**src/rtl/a2pdp_pkg.sv**
```systemverilog
// Definitions shared between the RAM arbiter and the top-level bus decode.
package a2pdp_pkg;

    typedef enum logic [2:0] {
        ARB_INIT  = 3'd0,
        ARB_IDLE  = 3'd1,
        ARB_ISSUE = 3'd2,
        ARB_WAIT  = 3'd3,
        ARB_RESP  = 3'd4
    } arb_state_t;

    // Highest valid RAM word address; the top decode uses the same bound.
    localparam logic [21:0] HIMEM_ADDR = 22'o17757777;

    localparam logic REQ_CPU = 1'b0;
    localparam logic REQ_DMA = 1'b1;

endpackage

```
**src/rtl/ram_arbiter.sv**
```systemverilog
// Shares the PSRAM controller command port between the DCJ11 bus and the DMA port.
// CPU has fixed priority; a starvation counter forces a DMA grant after STARVE_LIMIT CPU wins.
module ram_arbiter
    import a2pdp_pkg::*;
#(
    parameter logic [21:0] HIMEM        = HIMEM_ADDR,
    parameter int          STARVE_LIMIT = 4,
    parameter int          TIMEOUT      = 255
) (
    input  logic        clk,
    input  logic        rst_n,

    input  logic        cpu_req,
    input  logic        cpu_we,
    input  logic        cpu_byte,
    input  logic [21:0] cpu_addr,
    input  logic [15:0] cpu_wdata,
    output logic        cpu_ack,
    output logic        cpu_err,
    output logic [15:0] cpu_rdata,

    input  logic        dma_req,
    input  logic        dma_we,
    input  logic        dma_byte,
    input  logic [21:0] dma_addr,
    input  logic [15:0] dma_wdata,
    output logic        dma_ack,
    output logic        dma_err,
    output logic [15:0] dma_rdata,

    output logic [21:0] ram_addr,
    output logic [15:0] ram_wdata,
    output logic        ram_read,
    output logic        ram_write,
    output logic        ram_byte,
    input  logic [15:0] ram_rdata,
    input  logic        ram_done,
    input  logic        ram_init,

    output logic        busy,
    output logic        owner
);

    localparam logic [7:0] STARVE_MAX  = 8'(STARVE_LIMIT);
    localparam logic [7:0] TIMEOUT_MAX = 8'(TIMEOUT);

    arb_state_t  state_q, state_d;
    logic        owner_q, owner_d;
    logic [7:0]  starve_q, starve_d;
    logic [7:0]  wait_q, wait_d;
    logic [21:0] addr_q, addr_d;
    logic [15:0] wdata_q, wdata_d;
    logic        we_q, we_d;
    logic        byte_q, byte_d;
    logic        rd_q, rd_d;
    logic        wr_q, wr_d;
    logic        cpu_ack_q, cpu_ack_d, cpu_err_q, cpu_err_d;
    logic [15:0] cpu_rdata_q, cpu_rdata_d;
    logic        dma_ack_q, dma_ack_d, dma_err_q, dma_err_d;
    logic [15:0] dma_rdata_q, dma_rdata_d;

    logic        grant_dma;
    logic        sel_we, sel_byte;
    logic [21:0] sel_addr;
    logic [15:0] sel_wdata;
    logic        rsp_fire, rsp_dma, rsp_err;
    logic [15:0] rsp_rdata;

    always_comb begin
        state_d     = state_q;
        owner_d     = owner_q;
        starve_d    = starve_q;
        wait_d      = wait_q;
        addr_d      = addr_q;
        wdata_d     = wdata_q;
        we_d        = we_q;
        byte_d      = byte_q;
        rd_d        = 1'b0;
        wr_d        = 1'b0;
        cpu_ack_d   = 1'b0;
        cpu_err_d   = 1'b0;
        cpu_rdata_d = 16'h0000;
        dma_ack_d   = 1'b0;
        dma_err_d   = 1'b0;
        dma_rdata_d = 16'h0000;
        grant_dma   = dma_req && (!cpu_req || starve_q == STARVE_MAX);
        sel_we      = grant_dma ? dma_we    : cpu_we;
        sel_byte    = grant_dma ? dma_byte  : cpu_byte;
        sel_addr    = grant_dma ? dma_addr  : cpu_addr;
        sel_wdata   = grant_dma ? dma_wdata : cpu_wdata;
        rsp_fire    = 1'b0;
        rsp_dma     = owner_q;
        rsp_err     = 1'b0;
        rsp_rdata   = 16'h0000;

        case (state_q)
            ARB_INIT: begin
                if (ram_init) state_d = ARB_IDLE;
            end
            ARB_IDLE: begin
                if (cpu_req || dma_req) begin
                    owner_d = grant_dma ? REQ_DMA : REQ_CPU;
                    if (grant_dma || !dma_req)
                        starve_d = 8'd0;
                    else if (starve_q != STARVE_MAX)
                        starve_d = starve_q + 8'd1;
                    addr_d  = sel_addr;
                    wdata_d = sel_wdata;
                    we_d    = sel_we;
                    byte_d  = sel_byte & sel_we;
                    if (sel_addr > HIMEM) begin
                        // Out-of-range access answers immediately without touching the RAM.
                        rsp_fire = 1'b1;
                        rsp_dma  = grant_dma;
                        rsp_err  = 1'b1;
                        state_d  = ARB_RESP;
                    end else begin
                        rd_d    = !sel_we;
                        wr_d    = sel_we;
                        state_d = ARB_ISSUE;
                    end
                end
            end
            ARB_ISSUE: begin
                wait_d  = 8'd0;
                state_d = ARB_WAIT;
            end
            ARB_WAIT: begin
                if (ram_done) begin
                    rsp_fire  = 1'b1;
                    rsp_rdata = we_q ? 16'h0000 : ram_rdata;
                    state_d   = ARB_RESP;
                end else if (wait_q + 8'd1 == TIMEOUT_MAX) begin
                    rsp_fire = 1'b1;
                    rsp_err  = 1'b1;
                    state_d  = ARB_RESP;
                end else begin
                    wait_d = wait_q + 8'd1;
                end
            end
            ARB_RESP: begin
                state_d = ARB_IDLE;
            end
            default: state_d = ARB_INIT;
        endcase

        if (rsp_fire) begin
            if (rsp_dma) begin
                dma_ack_d   = 1'b1;
                dma_err_d   = rsp_err;
                dma_rdata_d = rsp_rdata;
            end else begin
                cpu_ack_d   = 1'b1;
                cpu_err_d   = rsp_err;
                cpu_rdata_d = rsp_rdata;
            end
        end
    end

    always_ff @(posedge clk or negedge rst_n) begin
        if (!rst_n) begin
            state_q     <= ARB_INIT;
            owner_q     <= 1'b0;
            starve_q    <= 8'd0;
            wait_q      <= 8'd0;
            addr_q      <= 22'd0;
            wdata_q     <= 16'h0000;
            we_q        <= 1'b0;
            byte_q      <= 1'b0;
            rd_q        <= 1'b0;
            wr_q        <= 1'b0;
            cpu_ack_q   <= 1'b0;
            cpu_err_q   <= 1'b0;
            cpu_rdata_q <= 16'h0000;
            dma_ack_q   <= 1'b0;
            dma_err_q   <= 1'b0;
            dma_rdata_q <= 16'h0000;
        end else begin
            state_q     <= state_d;
            owner_q     <= owner_d;
            starve_q    <= starve_d;
            wait_q      <= wait_d;
            addr_q      <= addr_d;
            wdata_q     <= wdata_d;
            we_q        <= we_d;
            byte_q      <= byte_d;
            rd_q        <= rd_d;
            wr_q        <= wr_d;
            cpu_ack_q   <= cpu_ack_d;
            cpu_err_q   <= cpu_err_d;
            cpu_rdata_q <= cpu_rdata_d;
            dma_ack_q   <= dma_ack_d;
            dma_err_q   <= dma_err_d;
            dma_rdata_q <= dma_rdata_d;
        end
    end

    assign cpu_ack   = cpu_ack_q;
    assign cpu_err   = cpu_err_q;
    assign cpu_rdata = cpu_rdata_q;
    assign dma_ack   = dma_ack_q;
    assign dma_err   = dma_err_q;
    assign dma_rdata = dma_rdata_q;
    assign ram_addr  = addr_q;
    assign ram_wdata = wdata_q;
    assign ram_read  = rd_q;
    assign ram_write = wr_q;
    assign ram_byte  = byte_q;
    assign owner     = owner_q;
    // Calibration wait is not an access, so busy stays low in INIT as it does out of reset.
    assign busy      = (state_q != ARB_IDLE) && (state_q != ARB_INIT);

endmodule
```
**config.mk**
```make
export PLATFORM = sky130hd
export DESIGN_NAME = ram_arbiter
export DESIGN_NICKNAME = d
export VERILOG_FILES = /design/src/rtl/a2pdp_pkg.sv /design/src/rtl/ram_arbiter.sv
export SDC_FILE = /design/constraint.sdc
export NUM_CORES = 1
export LEC_CHECK = 0
export ABC_CLOCK_PERIOD_IN_PS = 2300
export CORE_MARGIN = 1
export CORE_UTILIZATION = 43
export DETAILED_ROUTE_END_ITERATION = 8
export GPL_TIMING_DRIVEN = 0
export PLACE_DENSITY = 0.8
export SLEW_MARGIN = 25
export SYNTH_ARGS = -nofsm -noshare
export SYNTH_HDL_FRONTEND = slang
export SYNTH_SLANG_ARGS = --single-unit
```
**constraint.sdc**
```tcl
create_clock -name clk -period 2.3 [get_ports clk]
set_input_delay 0.345 -clock clk [delete_from_list [all_inputs] [get_ports clk]]
set_output_delay 0.345 -clock clk [all_outputs]
set_load 0.005 [all_outputs]
```
Yosys cells after proc, flatten, opt, wreduce, memory -nomap -nowiden --
Index checks and enable logic that the tools add are counted.
Operators by class: $add $sub $neg 2, $mul 0, divide/modulo/power cells 0, magnitude comparators 1, equal/unequal tests 13, shifts and indexed selects 0, muxes and demuxes 47, bitwise gates (word level) 1, reductions and logical operators 16
Operators with widths (number):
- two-way mux 16 bit | 8
- two-way mux 8 bit | 4
- two-way mux 1 bit | 25
- > comparator 22 bit (second input constant) | 1
- two-way mux 22 bit | 1
- adder 8 x 1 -> 8 bit (second input constant) | 2
- one-hot mux 8 bit (2 select lines) | 1
- two-way mux 3 bit | 5
- one-hot mux 3 bit (5 select lines) | 1
- AND reduction 3 bit | 3
- equality test 8 x 3 -> 1 bit (second input constant) | 1
- equality test 8 bit (second input constant) | 1
- != test 2 bit (second input constant) | 4
- != test 8 x 3 -> 1 bit (second input constant) | 1
- equality test 3 x 2 -> 1 bit (second input constant) | 2
- one-hot mux 1 bit (2 select lines) | 2
- nonzero test 2 bit | 2
- equality test 3 x 1 -> 1 bit (second input constant) | 1
- equality test 3 bit (second input constant) | 1
- logical NOT 1 bit | 3
- logical NOT 3 bit | 1
- logical OR 1 bit | 3
- != test 3 x 1 -> 1 bit (second input constant) | 1
- != test 3 bit (second input constant) | 1
- other kinds (4) | 5
Word-level totals: bits in registers 98, latch bits 0, RAM bits 0, memory bits (read-only) 0, input bits 102, output and inout port bits 79, word-level logic and storage cells 96, memories kept 0

Logic depth before layout (Yosys ltp) --
Gate-level depths: netlist (run 1).
word-level depth 10, depth in mapped cells 8, gate-level depth less buffers 7

Worst setup path after synthesis (run 1) --
No wires, ideal clock.
kind reg-to-reg, start point register starve_q[5], end point register addr_q[0], in the netlist ram_addr[0], setup time 132 ps, data arrival time 1728 ps, data required time 2168 ps, path slack 440 ps, stages on the path, launching flop included 7, path buffers 2, period minus slack after synthesis 1860 ps, cells stage by stage dfrtp_1 -> or4_4 -> o22ai_4 -> buf_12 -> buf_12 -> mux2i_1 -> o21ai_1
On the way: longest elaborated chain between the ends 4
RTL lines:
- start, declared | line ram_arbiter.sv:49 | logic [7:0] starve_q, starve_d;
- start signal, assigned | line ram_arbiter.sv:181 | starve_q <= starve_d;
- equality test 8 x 3 -> 1 bit | line ram_arbiter.sv:86 | grant_dma = dma_req && (!cpu_req || starve_q == STARVE_MAX);
- logical OR 1 bit | line ram_arbiter.sv:86
- logical AND 1 bit | line ram_arbiter.sv:86
- two-way mux 22 bit | line ram_arbiter.sv:89 | sel_addr = grant_dma ? dma_addr : cpu_addr;
- end signal, assigned | line ram_arbiter.sv:183 | addr_q <= addr_d;
- end, declared | line ram_arbiter.sv:51 | logic [21:0] addr_q, addr_d;
No other way between the ends. A chain may end at the register's enable or synchronous reset.

Worst setup path in the final report (run 1) --
start point register starve_q[5], end point register addr_q[11], in the netlist ram_addr[11]
Same word-level chain as after synthesis.

==> run summary, run 1 <==
The worst hold-check path type is primary input to async pin. The HPWL after detailed placement is 9250 um. The starting density of the core is 0.448. In the final routed layout, each cell accounts on average for 16.3 um. When the netlist entered floorplanning its net count stood at 511. The largest incremental delay on the critical path came out at 0.59 ns. The clock-pin slew on the worst setup and hold paths came out at 0.09 ns.

The via count of the first global-routing pass is 3,852. The CTS tree is yes. The TritonCTS sink count came out at 98.

The sequential element share of the synthesized area is 0.552. The critical path in this run is classified as flip-flop to flip-flop. Input and output buffers added on the ports amount to 179. The cell sitting at the root of the clock tree is a sky130_fd_sc_hd__clkbuf_8. STA classifies the critical path startpoint as a flip-flop. The tool flagged a number of max-cap violations equal to 0. The fmax came out at 0.471 GHz. The routed via count divided by cell count is 5.16. In the final layout, the share of cells above drive strength 1 is 0.0681. Setup total negative slack on the finished layout was measured at 0 ns.

The maximum number of pins on one net before global-route repair came out at 59. The die extent in y is 104 um. The number of antenna diodes in the final layout is 0. The later-pin clock latency in the skew report is 0.37 ns. The overall routed net length is 12,000 um.

For the pin with the worst max-slew slack, the measured transition is 0.606 ns. Setup violations remaining at the end of the flow were counted as 0. The most numerous cell type found on the critical path is sky130_fd_sc_hd__buf_12. The detailed router finished its first iteration with 205 violations. The DRC violation count after routing is 0. The final net count came out at 703. The maximum fanout along the worst path came out at 10. The slowest stage of the critical path belongs to the cell sky130_fd_sc_hd__or4_4.

The final clock skew came out at 0.0111 ns. STA classifies the critical path endpoint as a flip-flop. The count of filler cells inserted in the layout came out at 762. The number of register bits inferred by synthesis came out at 98. The headroom to the max-slew limit came out at 0.593.

Among all flip-flop cells after synthesis, the most frequent one is sky130_fd_sc_hd__dfrtp_1. The detail route stage leaves a number of antenna-violating nets equal to 0. The count of pins on the block boundary came out at 181.

Data arrives at the worst endpoint at 2.36 ns. The floorplan has 36 rows. The area of the placeable core is 9910 um^2. The number of antenna violations at the first check in global routing is 0. The number of warnings reported in the yosys synthesis log is 0. The maximum vdd ir drop came out at 0.000484 V. The gate count of the mapped netlist came out at 405. The post-synthesis instance area came out at 4440 um^2. The post-CTS setup buffer count came out at 0. In this run the horizontal extent of the chip is 104 um. The clock tree synthesis step divided the H-tree into 3 levels. For this block, the via count after detailed routing is 3,791. The total overflow left after global routing is 0. Traced cell by cell, the critical path runs through or4_4 -> o22ai_4 -> buf_12 -> buf_12 -> mux2i_1 -> o21ai_1. The clock period minus final worst setup slack is 2.12 ns. The hold slack is 0.446 ns. The number of enable-type register cells in the synthesized netlist is 0. The area of all sequential standard cells came out at 2450 um^2. The flow ran to the end, and the final reports show no timing, DRC or antenna violations. In this run the deepest clock path goes through 2 buffers. The area enclosed by the die boundary is 10,700 um^2. The leakage component of the power came out at 2.98 nW.

The number of optimization iterations in the first detailed-route pass is 4. Setup repair after global routing left no endpoint under its margin. The total count of hold-check failures in the final report came out at 0. The required time of the critical path is 2.53 ns. Power spread over the standard cell area amounts to 872 nW/um^2. The area of combinational cells with multiple inputs came out at 1800 um^2.

The global routing usage summed across all routing layers came out at 0.233. The global-route wire length before repair came out at 19,600 um. Dividing the final minimum period by the clock period gives 0.924.

A synthesized cell averages 11.0 um^2. The area growth from synthesis to final layout is 49.4%. TritonCTS created 9 clock buffers. The post-synthesis async set-or-reset flop share is 1.00. The number of pins exceeding their max-slew limit in the final report came out at 0.

The final weighted congestion of routability-driven global placement came out at 0.837. The number of distinct library cell variants in the gate-level netlist after synthesis is 50.
## cells in the mapped netlist, drive strengths merged, types with 3 or more instances
cell type	count	share of area
o21ai	59	0.066
mux2i	40	0.090
nand2b	6	0.0084
nor3	6	0.0093
a21oi	4	0.0045
o31ai	4	0.0099
and3	39	0.055
dfrtp	98	0.55
nor2	10	0.0084
buf	9	0.027
nand2	64	0.054
inv	5	0.0042
nand3	7	0.0090
xor2	3	0.0059
nand4	3	0.0042
clkbuf	13	0.011
o22ai	3	0.0073
ha	4	0.011
## flip-flops by register name, summed over array words and instances, names as in the netlist
| signal | cells |
|---|---|
| cpu_ack | 1 |
| cpu_err | 1 |
| cpu_rdata | 16 |
| dma_ack | 1 |
| dma_err | 1 |
| dma_rdata | 16 |
| owner | 1 |
| ram_addr | 22 |
| ram_byte | 1 |
| ram_read | 1 |
| ram_wdata | 16 |
| ram_write | 1 |
| starve_q | 8 |
| state_q | 3 |
| wait_q | 8 |
| we_q | 1 |
## cells in the final DEF (no fill, tap or decap), types with 2 or more instances in the layout
master	n
sky130_fd_sc_hd__clkdlybuf4s50_1	178
sky130_fd_sc_hd__o21a_1	2
sky130_fd_sc_hd__inv_1	5
sky130_fd_sc_hd__nand2_1	64
sky130_fd_sc_hd__dfrtp_1	98
sky130_fd_sc_hd__and2_1	2
sky130_fd_sc_hd__clkbuf_1	12
sky130_fd_sc_hd__xor2_1	3
sky130_fd_sc_hd__o21ai_0	27
sky130_fd_sc_hd__nand4_1	3
sky130_fd_sc_hd__buf_12	4
sky130_fd_sc_hd__nor3_1	5
sky130_fd_sc_hd__o22ai_1	2
sky130_fd_sc_hd__nand3_1	6
sky130_fd_sc_hd__mux2i_1	40
sky130_fd_sc_hd__and3_1	39
sky130_fd_sc_hd__nand2b_1	6
sky130_fd_sc_hd__o31ai_1	3
sky130_fd_sc_hd__a21oi_1	4
sky130_fd_sc_hd__a22o_1	2
sky130_fd_sc_hd__nor4_1	2
sky130_fd_sc_hd__clkinv_2	2
sky130_fd_sc_hd__nor2_1	10
sky130_fd_sc_hd__o21ai_1	32
sky130_fd_sc_hd__buf_2	2
sky130_fd_sc_hd__ha_1	4
sky130_fd_sc_hd__nand3b_1	2
sky130_fd_sc_hd__buf_6	3
sky130_fd_sc_hd__clkbuf_8	10
sky130_fd_sc_hd__clkbuf_2	3
## where the power goes
part	total (mW)	internal (mW)	leakage [nW]	switching (mW)
Clock	1.13	0.535	0.101	0.596
Combinational	2.24	1.19	1.58	1.05
Sequential	2.41	2.15	1.30	0.266
Total	5.79	3.87	2.98	1.92
## repair_timing
action,CTS,global route
hold endpoints to repair,40,0
endpoints found under the setup margin,0,15
hold buffers,1,0
gates resized for setup,0,4
## worst max-delay path, delay by kind of cell (launching register included)
kind            cells  cell delay, ns
mux                 1            0.28
buf+inv             2            0.36
compound gates      2            0.31
simple gates        1            0.59
flops               1            0.44
## final timing paths
kind	slack [ns]	to	start	depth (start not counted)
hold / removal	0.45	state_q[2]$_DFFE_PN0P_	rst_n	2
max in group asynchronous	1.25	ram_wdata[6]$_DFFE_PN0P_	rst_n	3
hold reg to reg	0.49	ram_wdata[6]$_DFFE_PN0P_	ram_wdata[6]$_DFFE_PN0P_	2
setup / recovery	0.18	ram_addr[11]$_DFFE_PN0P_	starve_q[5]$_DFFE_PN0P_	6
min in group clk	0.49	ram_wdata[6]$_DFFE_PN0P_	ram_wdata[6]$_DFFE_PN0P_	2
setup reg to reg	0.18	ram_addr[11]$_DFFE_PN0P_	starve_q[5]$_DFFE_PN0P_	6
## stage by stage
stage	utilization	power, mW	area (um^2)	cells	setup slack (ns)
2_1_floorplan	-	3.39	4440	405	0.440
3_3_place_gp	0.646	4.62	6400	717	-2.72
3_5_place_dp	0.649	4.71	6430	718	-0.307
4_1_cts	0.669	5.84	6630	735	0.0867
5_1_grt	0.670	6.16	6640	735	0.0597
6_report	0.670	5.79	6640	735	0.175
## final cells by class
cell class	instances	area share
inverters	5	0.00283
clock inverters	4	0.00735
plain buffers	22	0.0260
repair buffers	181	0.276
flip-flops and latches	98	0.370
multi-input cells	280	0.271
clock buffers	12	0.0219
well taps	133	0.0251
## cell families (layout without fill, tap and decap cells)
| kind of cell | Yosys count | in the layout | share of synthesized area |
|---|---|---|---|
| and+or+nand+nor | 148 | 148 | 0.170 |
| DFF | 98 | 98 | 0.552 |
| AOI/OAI and AO/OA | 83 | 83 | 0.123 |
| muxes | 41 | 41 | 0.0926 |
| buffers and inverters | 27 | 224 | 0.0425 |
| adders and majority gates | 4 | 4 | 0.0113 |
| xor gates and xnor gates | 4 | 4 | 0.00958 |
## per-layer routing
layer	GRT usage	vias up	routed length [um]
li1	-	1811	-
met5	0	-	0
met1	0.281	1805	4990
met4	0.0990	0	152
met2	0.402	164	5970
met3	0.0503	11	880
Power figures use the tool's default switching activity.
==> inputs of run 2 (changes only) <==
Settings changed: CORE_ASPECT_RATIO from default to 0.9, SKIP_LAST_GASP from default to 1.
==> run summary, run 2 (synthesis gave the netlist of run 1 again) <==
The maximum number of pins on one net before global-route repair is 60. The register with the most flip-flops in the layout has 22 of them. The share of cells above drive strength 1 came out at 0.0714. The DRC violation total after the first TritonRoute iteration is 150.

The number of cells on the worst reg-to-reg path came out at 6. The floorplan has 34 rows. After detailed routing, the number of vias per cell comes to 5.25. The fmax came out at 0.467 GHz.

In the routed design, unresolved DRC markers number 0. Of all nets on the critical path, the largest fanout is 10. The number of pins exceeding their max-slew limit in the final report is 0.

The slew at the pin closest to its max-slew limit is 0.504 ns. In the global route stage, met1 resource usage came out at 0.284. The largest incremental delay on the critical path is 0.44 ns. Hold timing on the final database bottoms out at a slack of 0.463 ns.

The type of destination of the critical path is a flip-flop. The global routing usage summed across all routing layers came out at 0.238. The HPWL after detailed placement is 9270 um. The area growth from synthesis to final layout is 52.0%. The utilization after layout came out at 0.684.

The library cells used most frequently in the layout, excluding fill and tap cells, are sky130_fd_sc_hd__clkdlybuf4s50_1, sky130_fd_sc_hd__dfrtp_1, sky130_fd_sc_hd__nand2_1, sky130_fd_sc_hd__mux2i_1, sky130_fd_sc_hd__and3_1. The detail route stage leaves a number of antenna-violating nets equal to 0. met2 is the most crowded layer.

The power after layout is 6.27 mW. The startpoint identified for the worst register-to-register timing path is wait_q[0]$_DFFE_PN0P_. The leakage component of the power came out at 3.03 nW. The standard cell area after detailed placement came out at 6420 um^2.

The number of clock buffers inserted by TritonCTS came out at 9. The overall routed net length came out at 12,000 um. The count of pins on the block boundary came out at 181. The CTS tree is yes.

The total count of hold-check failures in the final report came to 0. In this run the worst hold path is classified as primary input to async pin. Buffers placed on the I/O ports in this run total 179. The die is 109 um wide.

The final number of setup-violating endpoints came out at 0. The arrival time reported for the critical path endpoint is 2.41 ns. For met2 alone, demand over resource in global routing was 0.412.

The TritonCTS sink count came out at 98. VDD sags by at most 0.000448 V. The number of optimization iterations in the first detailed-route pass is 4. The area enclosed by the die boundary came out at 10,700 um^2. The minimum setup slack among reg-to-reg paths is 0.16 ns.

The die is 98.4 um tall. The final clock skew is 0.00927 ns. The first global-routing pass estimated 19,400 um of wire. The post-CTS setup buffer count came out at 0. The starting density of the core came out at 0.450. The number of cells in the finished layout apart from fillers came out at 728. Leaving out fill and tap cells, the most frequent cell in the layout is sky130_fd_sc_hd__clkdlybuf4s50_1. The terminus of the critical flop-to-flop path is cpu_rdata[14]$_DFF_PN0_. The later-pin clock latency in the skew report is 0.35 ns. By startpoint and endpoint, the worst setup path is classified as flip-flop to flip-flop. The number of antenna violations at the first check in global routing is 0. Setup repair after global routing left no endpoint under its margin. The post-route cell area is 6760 um^2. The total congestion overflow after global routing came out at 0. The H-tree was split into 3 levels. The via count of the first global-routing pass came out at 3,859.

The maximum count of clock buffers along a single path is 2. The slowest stage of the critical path is the sky130_fd_sc_hd__dfrtp_1 cell. Traced cell by cell, the critical path runs through ha_1 -> xor2_1 -> a31oi_2 -> o32ai_4 -> buf_6 -> and3_1. The final worst-path cycle share came out at 0.930. Routability-driven placement finished with a final weighted congestion of 0.855. The worst setup path is launched from a flip-flop.

Max-cap violations in this run came to 0. 0 antenna diodes ended up in the layout. The number of vias after detailed routing came out at 3,822.

The met3 capacity usage during global routing came out at 0.0642. The final net count is 703. The required time of the critical path came out at 2.57 ns. The power density relative to cell area came out at 928 nW/um^2.

Clock-pin slew was measured on the worst setup and hold paths at 0.07 ns. The headroom to the max-slew limit is 0.664. The cell sitting at the root of the clock tree is a sky130_fd_sc_hd__clkbuf_16. The number of placed instances, taps included, is 711. The final routed wire length divided by cell count is 16.4 um.

The clock period minus final worst setup slack is 2.14 ns. The area of the placeable core is 9870 um^2. The flow ran to the end, and the final reports show no timing, DRC or antenna violations.
## run 2: where the power goes
group	internal [mW]	total (mW)	switching (mW)
Sequential	2.15	2.42	0.270
Combinational	1.19	2.25	1.06
Clock	0.878	1.60	0.726
Total	4.22	6.27	2.05
## run 2: how the worst max path moves through the flow
stage | from | to | slack, ns | depth (start not counted)
2_1_floorplan | starve_q[5]$_DFFE_PN0P_ | ram_addr[0]$_DFFE_PN0P_ | 0.44 | 6
3_3_place_gp | rst_n | ram_addr[4]$_DFFE_PN0P_ | -2.59 | 1
3_5_place_dp | dma_req | ram_addr[21]$_DFFE_PN0P_ | -0.31 | 8
4_1_cts | dma_req | ram_addr[21]$_DFFE_PN0P_ | 0.05 | 8
5_1_grt | wait_q[0]$_DFFE_PN0P_ | cpu_rdata[14]$_DFF_PN0_ | 0.03 | 6
6_report | wait_q[0]$_DFFE_PN0P_ | cpu_rdata[14]$_DFF_PN0_ | 0.16 | 6
## run 2: metal layers
layer | wire [um] | vias up
li1 | - | 1812
met1 | 4770 | 1832
met2 | 5990 | 163
met3 | 1010 | 15
met4 | 191 | 0
met5 | 0 | -
## run 2: per-stage QoR
step | setup slack (ns) | setup TNS [ns]
after floorplan | 0.440 | 0
after global placement | -2.59 | -258.26
after detailed placement | -0.309 | -6.13
after CTS | 0.0477 | 0
after global routing | 0.0255 | 0
final | 0.160 | 0
## run 2: layout make-up
cell class	count	area, um^2
plain buffers	22	173
clock buffers	9	225
clock inverters	7	96.3
fillers	772	3110
inverters	5	18.8
multi-input cells	280	1800
flip-flops and latches	98	2450
well taps	126	158
repair buffers	181	1830
## run 2: what timing repair did
| action | CTS | global route |
|---|---|---|
| hold endpoints to repair | 39 | 0 |
| hold buffers | 1 | 0 |
| resized for setup | 0 | 4 |
| setup endpoints to repair | 0 | 20 |
## run 2: critical path, delay by kind of cell, from the launching register on
kind                     cells  cell delay, ns
AO/OA/AOI/OAI                2            0.66
flip-flops                   1            0.44
XOR/XNOR                     1            0.30
adder cells (fa/ha/maj)      1            0.28
buffers and inverters        1            0.19
AND/OR/NAND/NOR              1            0.19
==> inputs of run 3 (changes only) <==
Settings changed: GPL_TIMING_DRIVEN 0 to default, SLEW_MARGIN 25 to 20.
==> run summary, run 3 (synthesis gave the netlist of run 1 again) <==
The required time of the critical path came out at 2.56 ns. The die covers 10,700 um^2. After layout, the minimum clock period comes to 2.15 ns. After layout, the worst setup slack is 0.145 ns. The initial utilization of the core area, before any placement, comes to 0.450. The count of input and output buffers is 180. The site row count came out at 34. The maximum number of pins on one net before global-route repair came out at 42. The via count of the first global-routing pass is 3,734. The number of optimization iterations in the first detailed-route pass came out at 4. The routed via count divided by cell count came out at 5.13.

STA classifies the critical path startpoint as a flip-flop. After global routing the overflow that remains totals 0. The tool flagged a number of max-cap violations equal to 0.

The total count of hold-check failures in the final report came out at 6. The maximum vdd ir drop came out at 0.000429 V. The die is 109 um wide.

Of the cells placed in the final design, the portion with a size suffix greater than 1 is 0.0773. No sink is reached through more buffers than the 2 on the longest clock path. The DRC violation count after routing came out at 0. The number of clock buffers added by TritonCTS is 9. The global-route wire length before repair is 18,100 um. The final net count is 697.

The sequential share of power is 0.395. The worst slack after detailed placement is 0.0436 ns. At the pin with the least slew margin, the transition time is 0.595 ns. Power spread over the standard cell area amounts to 913 nW/um^2. The switching power as a share of total power came out at 0.310.

The final-layout setup total negative slack is 0 ns. Relative to the synthesized area, the layout overhead comes to 50.9%. The count of pins on the block boundary is 181. The final reports fail on hold timing. The worst setup path is captured at a flip-flop.

The worst setup path is of the flip-flop to flip-flop kind. The global routing usage summed across all routing layers came out at 0.221. Timing would allow up to 0.464 GHz.

The antenna violation net count after detailed routing is 0. The design draws 6.12 mW. The maximum fanout along the worst path is 17.

Measured on the finished design, the core utilization comes to 0.679. The die extent in y came out at 98.4 um. The final clock skew is 0.00923 ns. The commonest non-fill, non-tap cell in the layout is sky130_fd_sc_hd__clkdlybuf4s50_1. The headroom to the max-slew limit came out at 0.603. Data arrives at the worst endpoint at 2.42 ns.

The area of the placeable core came out at 9870 um^2. Leaving out filler cells and counting taps, the final layout contains 721. The hold slack is -0.00951 ns. The HPWL after detailed placement came out at 8910 um. Once placement completed, the tool counted placed cells totaling 705.

The number of antenna cells inserted is 0. The clock-pin slew on the worst setup and hold paths came out at 0.06 ns. The later pin in the worst-skew pair is clocked with a latency of 0.33 ns. The final weighted congestion of routability-driven global placement is 0.865. The DRC violation total after the first TritonRoute iteration came out at 141.

TritonCTS built the clock tree. The switching power is 1.90 mW. The TritonCTS sink count is 98. After detailed routing, the total wire length is 11,400 um. The number of pins exceeding their max-slew limit in the final report is 0. Setup violations remaining at the end of the flow were counted as 0. The standard cell area after detailed placement came out at 6390 um^2.

The final worst-path cycle share is 0.937. The count of cells resized by post-cts repair came out at 0. The library cells used most frequently in the layout, excluding fill and tap cells, are sky130_fd_sc_hd__clkdlybuf4s50_1, sky130_fd_sc_hd__dfrtp_1, sky130_fd_sc_hd__nand2_1, sky130_fd_sc_hd__mux2i_1, sky130_fd_sc_hd__and3_1. The H-tree was split into 3 levels. The flow ran to the end, but the final reports show violations. The internal power is 4.22 mW. The register with the most flip-flops in the layout has 22 of them. The final routed wire length divided by cell count is 15.9 um. The post-route cell area is 6700 um^2.

The leakage component of the power came out at 3.02 nW. CTS placed an instance of sky130_fd_sc_hd__clkbuf_16 at the clock tree root. The number of antenna violations at the first check in global routing is 0.

The worst hold-check path type is primary input to async pin. The share of total power in combinational logic is 0.362. The clock share of power came out at 0.243. The number of vias after detailed routing came out at 3,697. Setup repair after global routing left no endpoint under its margin.
==> run 3: cell count changes in the layout (fill, tap and decap cells not counted), moves of 2 or more <==
cell | previous run | this run
sky130_fd_sc_hd__clkbuf_2 | 3 | 0
sky130_fd_sc_hd__buf_6 | 3 | 0
sky130_fd_sc_hd__clkbuf_1 | 10 | 1
sky130_fd_sc_hd__buf_2 | 2 | 0
sky130_fd_sc_hd__buf_4 | 1 | 14
sky130_fd_sc_hd__inv_8 | 3 | 0
==> run 3: worst max-delay path, cell delays in order, from the launching register on <==
cell and delay [ns]:
sky130_fd_sc_hd__dfrtp_1 0.44, sky130_fd_sc_hd__ha_1 0.28, sky130_fd_sc_hd__xor2_1 0.30, sky130_fd_sc_hd__a31oi_2 0.27, sky130_fd_sc_hd__o31ai_4 0.56, sky130_fd_sc_hd__and3_1 0.25
==> run 3: layer usage <==
layer	track usage	share of wire	vias to the layer above
met4	0.0717	0.014	0
met5	0	0	-
met1	0.260	0.41	1731
met3	0.0456	0.068	13
met2	0.399	0.51	155
li1	-	-	1798
==> run 3: power by group through the flow <==
| stage | logic, mW | clock network [mW] | registers [mW] |
|---|---|---|---|
| 5_1_grt | 2.44 | 1.58 | 2.48 |
| 4_1_cts | 2.24 | 1.50 | 2.42 |
| 2_1_floorplan | 0.943 | 0 | 2.45 |
| 3_3_place_gp | 2.16 | 0 | 2.43 |
| 6_report | 2.22 | 1.48 | 2.42 |
| 3_5_place_dp | 2.23 | 0 | 2.44 |
==> run 3: cell type report <==
type	count	area (um^2)
clock buffers	11	243
flip-flops and latches	98	2450
fillers	755	3170
multi-input cells	280	1800
repair buffers	197	1980
clock inverters	4	51.3
inverters	5	18.8
well taps	126	158
==> run 3: final timing paths <==
path | depth (start not counted) | to | start | slack (ns)
max in group asynchronous | 2 | cpu_ack$_DFF_PN0_ | rst_n | 1.60
worst max-delay path | 5 | dma_rdata[4]$_DFF_PN0_ | wait_q[0]$_DFFE_PN0P_ | 0.15
worst min register to register | 2 | ram_addr[19]$_DFFE_PN0P_ | ram_addr[19]$_DFFE_PN0P_ | 0.48
min in group clk | 2 | ram_addr[19]$_DFFE_PN0P_ | ram_addr[19]$_DFFE_PN0P_ | 0.48
worst max register to register | 5 | dma_rdata[4]$_DFF_PN0_ | wait_q[0]$_DFFE_PN0P_ | 0.15
worst min-delay path | 1 | dma_rdata[2]$_DFF_PN0_ | rst_n | -0.01
==> run 3: repair_timing <==
action	4_1_cts	5_1_grt
hold buffers	0	0
endpoints found under the setup margin	0	1
buffers inserted	0	1
